## config.mk

```make
export PLATFORM = sky130hd
export DESIGN_NAME = rx_crc_sched
export DESIGN_NICKNAME = d
export VERILOG_FILES = /design/src/rtl/rx_crc_sched.sv
export SDC_FILE = /design/constraint.sdc
export NUM_CORES = 1
export LEC_CHECK = 0
export CELL_PAD_IN_SITES_DETAIL_PLACEMENT = 1
export CELL_PAD_IN_SITES_GLOBAL_PLACEMENT = 1
export CORE_MARGIN = 2
export CORE_UTILIZATION = 42
export CTS_CLUSTER_DIAMETER = 50
export DETAILED_ROUTE_END_ITERATION = 10
export PLACE_DENSITY = 0.83
export SLEW_MARGIN = 20
export SYNTH_ARGS = -nofsm -noshare
export SYNTH_HDL_FRONTEND = slang
export SYNTH_SLANG_ARGS = --single-unit
```

## constraint.sdc

```tcl
create_clock -name rxclk -period 3 [get_ports rxclk]
set_input_delay 0.45 -clock rxclk [delete_from_list [all_inputs] [get_ports rxclk]]
set_output_delay 0.45 -clock rxclk [all_outputs]
set_load 0.1 [all_outputs]
```

## src/rtl/rx_crc_sched.sv

```systemverilog
// rx_crc_sched: receive-side frame sequencer for the CRC checker.
// Follows each frame from start to terminator, opens the wait_crc_check
// window, collects the checker verdict (or times out), and emits exactly one
// good/bad pulse per started frame with saturating good/bad statistics.
module rx_crc_sched #(
    parameter int CNT_W   = 16,
    parameter int CRC_LAT = 3,
    parameter int TIMEOUT = 8
) (
    input  logic             rxclk,
    input  logic             reset_n,
    input  logic             receiving,
    input  logic             get_terminator,
    input  logic [2:0]       terminator_location,
    input  logic             crc_check_valid,
    input  logic             crc_check_invalid,
    input  logic             clr_cnt,
    output logic             receiving_d1,
    output logic             receiving_d2,
    output logic             wait_crc_check,
    output logic             frame_good,
    output logic             frame_bad,
    output logic             crc_timeout,
    output logic             frame_abort,
    output logic [2:0]       last_location,
    output logic             busy,
    output logic [CNT_W-1:0] good_frame_cnt,
    output logic [CNT_W-1:0] bad_frame_cnt
);

    // The timeout must always leave room for the nominal checker latency.
    localparam int TMO  = (TIMEOUT > CRC_LAT) ? TIMEOUT : CRC_LAT + 1;
    localparam int WC_W = $clog2(TMO + 1);
    localparam logic [WC_W-1:0] WC_MAX = WC_W'(TMO);

    typedef enum logic [1:0] {
        IDLE = 2'd0,
        RECV = 2'd1,
        WAIT = 2'd2
    } state_t;

    state_t          state, state_nxt;
    logic [WC_W-1:0] wait_cnt;
    logic            pending_start;
    logic            rx_rise;
    logic            good_nxt, bad_nxt, tmo_nxt, abort_nxt;

    // Statistics counters stick at all-ones instead of wrapping.
    function automatic logic [CNT_W-1:0] sat_inc(input logic [CNT_W-1:0] v);
        return (&v) ? v : v + 1'b1;
    endfunction

    assign rx_rise = receiving & ~receiving_d1;

    // Delayed receiving strobes, independent of the frame state.
    always_ff @(posedge rxclk or negedge reset_n) begin
        if (!reset_n) begin
            receiving_d1 <= 1'b0;
            receiving_d2 <= 1'b0;
        end else begin
            receiving_d1 <= receiving;
            receiving_d2 <= receiving_d1;
        end
    end

    // Next state and verdict decode; invalid outranks valid, any result outranks timeout.
    always_comb begin
        state_nxt = state;
        good_nxt  = 1'b0;
        bad_nxt   = 1'b0;
        tmo_nxt   = 1'b0;
        abort_nxt = 1'b0;
        case (state)
            IDLE: begin
                if (receiving) state_nxt = RECV;
            end
            RECV: begin
                if (get_terminator) begin
                    state_nxt = WAIT;
                end else if (!receiving) begin
                    state_nxt = IDLE;
                    bad_nxt   = 1'b1;
                    abort_nxt = 1'b1;
                end
            end
            WAIT: begin
                if (crc_check_invalid) begin
                    bad_nxt = 1'b1;
                end else if (crc_check_valid) begin
                    good_nxt = 1'b1;
                end else if (wait_cnt == WC_MAX) begin
                    bad_nxt = 1'b1;
                    tmo_nxt = 1'b1;
                end
                if (good_nxt || bad_nxt) begin
                    state_nxt = (pending_start || receiving) ? RECV : IDLE;
                end
            end
            default: state_nxt = IDLE;
        endcase
    end

    // Frame state, wait timer, pending back-to-back start and registered verdicts.
    always_ff @(posedge rxclk or negedge reset_n) begin
        if (!reset_n) begin
            state          <= IDLE;
            wait_cnt       <= '0;
            pending_start  <= 1'b0;
            last_location  <= 3'd0;
            frame_good     <= 1'b0;
            frame_bad      <= 1'b0;
            crc_timeout    <= 1'b0;
            frame_abort    <= 1'b0;
            busy           <= 1'b0;
            wait_crc_check <= 1'b0;
        end else begin
            state          <= state_nxt;
            frame_good     <= good_nxt;
            frame_bad      <= bad_nxt;
            crc_timeout    <= tmo_nxt;
            frame_abort    <= abort_nxt;
            busy           <= (state_nxt != IDLE);
            wait_crc_check <= (state_nxt == WAIT);
            if (state == RECV && get_terminator) begin
                last_location <= terminator_location;
                wait_cnt      <= WC_W'(1);
            end else if (state == WAIT && wait_cnt != WC_MAX) begin
                wait_cnt <= wait_cnt + 1'b1;
            end
            if (state != WAIT || state_nxt != WAIT) begin
                pending_start <= 1'b0;
            end else if (rx_rise) begin
                pending_start <= 1'b1;
            end
        end
    end

    // Statistics; a clear beats an increment arriving in the same cycle.
    always_ff @(posedge rxclk or negedge reset_n) begin
        if (!reset_n) begin
            good_frame_cnt <= '0;
            bad_frame_cnt  <= '0;
        end else if (clr_cnt) begin
            good_frame_cnt <= '0;
            bad_frame_cnt  <= '0;
        end else begin
            if (good_nxt) good_frame_cnt <= sat_inc(good_frame_cnt);
            if (bad_nxt)  bad_frame_cnt  <= sat_inc(bad_frame_cnt);
        end
    end

endmodule

```

==> summary.md, run 1 <==
| Metric | Value |
|---|---|
| Pins Over Slew Limit | `0` |
| Largest net degree at the start of global routing | `just over 50` |
| CTS resizes | `0` |
| Worst-Margin Slew | `639.2 ps` |
| Overflow after GRT | `0` |
| Status | `finished, final reports clean` |
| Critical Path End Type | `flip-flop` |
| Clock Path Buffers | `2` |
| Dpl hpwl | `approximately 4300 microns` |
| Post-synth top flop | `dfrtp_1` |
| M1 WL | `2682 microns` |
| Initial core utilization | `43.45%` |
| Gp weighted congestion | `0.8053` |
| Cell with the most instances after synthesis | `dfrtp_1` |
| GRT Total Usage | `19.28%` |
| Worst endpoint required time | `3220 ps` |
| Antenna cells | `0` |
| Clk_skew | `a little under 6 ps` |
| CP startpoint kind | `flip-flop` |
| DR WL/cell | `around 16 microns` |
| Die Area | `6767 sq um` |
| Tightest Hold Check Type | `in -> async` |
| Post-CTS setup buffers | `0` |
| Max Cap Viol | `0` |
| Crit Path Max Fanout | `11` |
| Boundary pin count | `53` |
| Clk Latency, worst-skew pair | `300 ps` |
| Chip Width | `slightly above 80 microns` |
| Routed wl met3 | `around 190 microns` |
| Layout area overhead | `21.60%` |
| # setup viols final | `0` |
| Yosys reg bits | `50` |
| Clock period minus worst slack | `2283 ps` |
| Vias | `2085` |
| Core area | `roughly 6000 sq um` |
| Rel. slew slack | `a little under three fifths` |
| CTS tree | `done` |
| Vias in the first global route | `2124` |
| Sequential area share after synthesis | `48.64%` |
| FF/Latch Area | `between 1000 and 1500 sq um` |
| Syn_area_per_cell | `10.37 sq um` |
| Crit path cell chain | `inv_1, ha_1, nor2b_4, a221o_2, nand3_1, or4_1, a21oi_1` |
| Layout Cells excl Fill | `375` |
| Fill cells | `674` |
| Synth top cells by count | `dfrtp_1 (50), nor2_1 (25), a21oi_1 (15), nand2_1 (15), nand3_1 (15)` |
| Mapped Nets | `between 200 and 300` |
| Routed WL | `5946 microns` |
| Netlist cell types | `just under 50` |
| Antenna viol nets, final | `0` |
| CTS clk-pin slew, worst paths | `90 ps` |
| Layout cells sized above 1 | `23.33%` |
| Maximum vdd drop | `approximately 0.00054 V` |
| Slowest library cell on the worst path | `or4_1` |
| Post-synth top area cell | `dfrtp_1` |
| Routed vias/inst | `5.560` |
| PwrDens | `604.9 nW/um^2` |
| Area occupied by multi-input gates | `1247 sq um` |
| Num CTS Buffers | `5` |
| WL met2 | `3002 microns` |
| Number of DRC markers in iteration 0 | `77` |
| Top post-synthesis cells by area | `dfrtp_1 (49%), xor2_1 (4.8%), ha_1 (3.9%), nor2_1 (3.6%), a21oi_1 (2.9%)` |
| Initial antenna violation count | `0` |
| CTS root buf | `clkbuf_8` |
| CTS Hold Bufs | `0` |
| FFs w/ async S/R, synth | `100.0%` |
| Final core occ | `52.83%` |
| Clock Sinks | `50` |
| Synth warn | `0` |
| Layout net count | `319` |
| Peak Freq | `0.4380 GHz` |
| Number of synthesized flops with an enable pin | `0` |
| CP max stage delay | `approximately 490 ps` |
| DRC | `0` |
| Hold Vio Cnt, Final | `0` |
| Cell count after synthesis | `248` |
| H-Tree Depth | `2` |
| Setup TNS | `0 ps` |
| Total iterations of the first detailed-routing run | `4` |
| Row cnt | `28` |
| Port bufs | `52` |
| Max Used Layer | `met4` |
| Dpl cells | `369` |
| Global-route wire length before repair | `between 10000 and 15000 microns` |
| Post-route clock period utilization | `76.11%` |
| Yosys top cell area share | `48.64%` |
| Syn Std Cell Area | `~2600 sq um` |
| Setup Crit Path Kind | `reg -> reg` |
| CP arrival | `2500 ps` |
| RSZ-0062 raised after global routing | `no` |
| LEAKAGE | `1.454 nW` |
| Die Height | `82.26 microns` |
| Reg-to-reg setup timing slack | `720 ps` |
## cell type report
class,instances,area share (%)
multi-input combinational,182,39.88
clock buffer,6,2.640
timing repair buffer,54,13.52
inverter,8,0.9600
sequential,50,40.00
tap,75,3.000
## path summary, 6_finish.rpt
check	start	endpoint	cells after the start
worst min register to register	receiving_d1	receiving_d2	0
worst max register to register	state[0]	bad_frame_cnt[14]	7
min in group rxclk	receiving_d1	receiving_d2	0
worst max-delay path	state[0]	bad_frame_cnt[14]	7
worst min-delay path	reset_n	good_frame_cnt[1]	2
max in group asynchronous	reset_n	receiving_d1	2
## layout by cell type, fill, tap and decap left out, types with 5 or more instances in the layout
cell / instances
nand4_1: 8
nor3_1: 7
buf_4: 45
nand3_1: 15
nor2_1: 25
clkdlybuf4s50_1: 8
nand2_1: 15
inv_1: 8
clkbuf_8: 6
a21oi_1: 15
dfrtp_1: 50
o21ai_0: 10
nor2b_1: 5
or3_1: 5
xor2_1: 14
ha_1: 8
## critical path: cells and delay by family (launching register included)
family,cells,cell delay (ps)
AND/OR/NAND/NOR,3,980
flip-flops,1,420
adder cells (fa/ha/maj),1,350
AO/OA/AOI/OAI,2,350
buffers and inverters,1,110
## layer usage
metal  GRT usage [%]  vias up
met2           33.95       34
met4           5.667        0
met3           3.696        7
met5               0        -
met1           23.90     1056
li1                -      988
## cells by family (layout without fill, tap and decap cells)
logic type	after synthesis	count (layout)	share of synthesized area [%]
flip-flops	50	50	48.64
buffers and inverters	16	68	2.869
AO/OA/AOI/OAI	39	39	9.728
XOR/XNOR	16	16	5.448
adder cells (fa/ha/maj)	8	8	3.891
AND/OR/NAND/NOR	109	109	24.80
multiplexers	10	10	4.620
## power breakdown
part | switching, mW | total (mW) | internal, mW
clock network | 0.210 | 0.388 | 0.178
registers | 0.0447 | 0.783 | 0.738
logic | 0.525 | 0.721 | 0.197
total | 0.779 | 1.89 | 1.11
## through the flow
step	worst slack [ps]	cell area, sq um	hold slack [ps]	power [mW]
detailed placement	508.0	3045	423.0	1.521
global placement	609.3	3045	418.6	1.505
finish	716.7	3128	251.0	1.892
global route	478.3	3128	293.9	1.994
CTS	693.1	3128	274.3	1.917
floorplan	594.0	2572	154.4	1.353
## registers in the layout, indices dropped and copies added, names as in the netlist
register and cells:
state 2, busy 1, receiving_d2 1, wait_crc_check 1
receiving_d1 1, frame_bad 1, frame_abort 1, bad_frame_cnt 16
wait_cnt 4, good_frame_cnt 16, pending_start 1, crc_timeout 1
last_location 3, frame_good 1
(Power assumes the default switching activity.)
==> run 2, diff against run 1 <==
--- a/config.mk
+++ b/config.mk
@@ -8,10 +8,10 @@
 export CELL_PAD_IN_SITES_DETAIL_PLACEMENT = 1
 export CELL_PAD_IN_SITES_GLOBAL_PLACEMENT = 1
 export CORE_MARGIN = 2
-export CORE_UTILIZATION = 42
+export CORE_UTILIZATION = 36
 export CTS_CLUSTER_DIAMETER = 50
 export DETAILED_ROUTE_END_ITERATION = 10
-export PLACE_DENSITY = 0.83
+export PLACE_DENSITY = 0.75
 export SLEW_MARGIN = 20
 export SYNTH_ARGS = -nofsm -noshare
 export SYNTH_HDL_FRONTEND = slang
==> constraint.sdc (replaced) <==
create_clock -name rxclk -period 2 [get_ports rxclk]
set_input_delay 0.3 -clock rxclk [delete_from_list [all_inputs] [get_ports rxclk]]
set_output_delay 0.3 -clock rxclk [all_outputs]
set_load 0.1 [all_outputs]
==> summary.md, run 2 (synthesis results as in run 1) <==
| Metric | Value |
|---|---|
| Clock Path Buffers | `2` |
| Total iterations of the first detailed-routing run | `4` |
| Fill cells | `779` |
| Commonest non-fill, non-tap cells in the layout | `buf_4 (76), dfrtp_2 (26), nor2_1 (24), dfrtp_1 (16), nand2_1 (15)` |
| Maximum vdd drop | `just under 0.0005 V` |
| Status | `finished, violations left` |
| Layout area overhead | `41.49%` |
| Tightest Hold Check Type | `reg -> reg` |
| Number of DRC markers in iteration 0 | `between 100 and 150` |
| Violated checks | `setup timing` |
| Boundary pin count | `53` |
| Initial antenna violation count | `0` |
| Antenna cells | `0` |
| Final worst slack | `-14.40 ps` |
| Routed wl met3 | `220 microns` |
| Die Area | `roughly 8000 sq um` |
| Routed vias/inst | `around 5.2` |
| # setup viols final | `2` |
| Port bufs | `52` |
| Rel. slew slack | `63.12%` |
| DRC | `0` |
| Area occupied by multi-input gates | `about 1400 sq um` |
| Int Pwr | `between 1.5 and 2 mW` |
| Routed WL | `7068 microns` |
| FF/Latch Area | `roughly 1300 sq um` |
| Clock period minus worst slack | `a little over 2000 ps` |
| Sw Share | `40.68%` |
| Clock power frac | `18.9%` |
| RSZ-0062 raised after global routing | `yes` |
| CTS tree | `done` |
| CP arrival | `2220 ps` |
| LEAKAGE | `between 1.5 and 2 nW` |
| Initial core utilization | `37.45%` |
| Num CTS Buffers | `5` |
| Gp weighted congestion | `between 0.7 and 0.8` |
| Worst endpoint required time | `2200 ps` |
| Layout cells sized above 1 | `46.61%` |
| Die Height | `88.53 microns` |
| Crit Path Max Fanout | `5` |
| PwrDens | `911.2 nW/um^2` |
| Vias | `~2300` |
| Layout net count | `approximately 360` |
| Antenna viol nets, final | `0` |
| Core area | `6869 sq um` |
| Row cnt | `30` |
| GRT Total Usage | `about a fifth` |
| Seq pwr share | `35.6%` |
| Clk Latency, worst-skew pair | `310 ps` |
| CTS root buf | `clkbuf_8` |
| Hold Vio Cnt, Final | `0` |
| H-Tree Depth | `2` |
| Overflow after GRT | `0` |
| Max Used Layer | `met4` |
| Worst-Margin Slew | `553.3 ps` |
| WL met2 | `3536 microns` |
| CTS clk-pin slew, worst paths | `100 ps` |
| P_sw | `about 1.3 mW` |
| Clk_skew | `8.062 ps` |
| Vias in the first global route | `between 2000 and 2500` |
| Pins Over Slew Limit | `0` |
| M1 WL | `3236 microns` |
| Combinational cell fraction of total power | `45.4%` |
| DR WL/cell | `16.25 microns` |
| Global-route wire length before repair | `between 10000 and 15000 microns` |
| Commonest non-fill, non-tap cell in the layout | `buf_4` |
| CP startpoint kind | `flip-flop` |
| Post-route clock period utilization | `100.7%` |
| Dpl hpwl | `4827 microns` |
| Peak Freq | `0.4964 GHz` |
| Setup Crit Path Kind | `reg -> reg` |
| Worst hold margin | `436.4 ps` |
| Top flop regs | `bad_frame_cnt x16, good_frame_cnt x16, wait_cnt x4` |
| Clock Sinks | `50` |
| Max Cap Viol | `0` |
| Chip Width | `88.53 microns` |
| Critical Path End Type | `flip-flop` |
| Largest net degree at the start of global routing | `30` |
| Placement Setup Slack | `-108.3 ps` |
[run 2: cell types whose count changed in the layout (fill, tap and decap cells not counted), sizes merged]
cell and delta:
dlygate4sd3 +1, clkbuf +1, buf +35, clkinv +1
o211ai +1
[run 2: power groups by stage]
| stage | Combinational, mW | Clock [mW] | Sequential (mW) |
|---|---|---|---|
| 5_1_grt | 1.59 | 0.684 | 1.19 |
| 3_5_place_dp | 1.22 | 0 | 1.20 |
| 6_report | 1.51 | 0.628 | 1.18 |
| 3_3_place_gp | 1.19 | 0 | 1.19 |
| 2_1_floorplan | 0.373 | 0 | 1.66 |
| 4_1_cts | 1.35 | 0.645 | 1.18 |
[run 2: per-layer routing]
layer	global-route usage, %	up-vias
met5	0	-
met1	24.25	1143
li1	-	1070
met2	32.81	41
met4	5.923	0
met3	2.892	8
[run 2: final timing paths]
kind / start / endpoint / slack (ps) / depth (start not counted)
worst min register to register: receiving_d1 / receiving_d2 / 440 / 0
worst max register to register: wait_cnt[0] / bad_frame_cnt[9] / -10 / 8
worst min-delay path: receiving_d1 / receiving_d2 / 440 / 0
min in group asynchronous: reset_n / good_frame_cnt[12] / 510 / 2
max in group asynchronous: reset_n / bad_frame_cnt[2] / 930 / 3
worst max-delay path: wait_cnt[0] / bad_frame_cnt[9] / -10 / 8
[run 2: worst max-delay path, cell delays in order, from the launching register on]
cell      delay [ps]
dfrtp_1          360
inv_1             70
ha_2             190
and3b_2          220
a221o_2          450
o211ai_4         150
buf_6            150
nor4_4            30
mux2_4           300
[run 2: cell type report]
class | instances | share of cell area (%)
repair buffers | 90 | 19.77
well taps | 96 | 3.300
flip-flops and latches | 50 | 36.09
inverters | 8 | 0.8250
clock buffers | 7 | 2.372
multi-input cells | 183 | 37.50
clock inverters | 1 | 0.1375
[run 2: per-stage QoR]
step | util (%) | power, mW | area, sq um | setup TNS, ps | instances
global route | 52.99 | 3.470 | 3640 | -826.9 | 435
floorplan | - | 2.030 | 2641 | 0 | 248
detailed placement | 48.52 | 2.416 | 3333 | -1190 | 414
finish | 52.99 | 3.317 | 3640 | -19.96 | 435
global placement | 48.52 | 2.381 | 3333 | -542.1 | 414
CTS | 51.18 | 3.176 | 3516 | 0 | 429
[run 2: timing repair]
item | CTS | global route
endpoints found under the hold margin | 21 | 0
pin swaps | 3 | 9
gates resized for setup | 8 | 18
hold buffers | 1 | 0
endpoints found under the setup margin | 13 | 24
buffers inserted | 5 | 6
cloned | 1 | 0
==> run 3, diff against run 2 <==
--- a/config.mk
+++ b/config.mk
@@ -9,7 +9,8 @@
 export CELL_PAD_IN_SITES_GLOBAL_PLACEMENT = 1
 export CORE_MARGIN = 2
 export CORE_UTILIZATION = 36
-export CTS_CLUSTER_DIAMETER = 50
+export CTS_CLUSTER_DIAMETER = 150
+export CTS_CLUSTER_SIZE = 14
 export DETAILED_ROUTE_END_ITERATION = 10
 export PLACE_DENSITY = 0.75
 export SLEW_MARGIN = 20
==> results of run 3 <==
The final DEF is identical to that of run 2; final timing and power are the same.
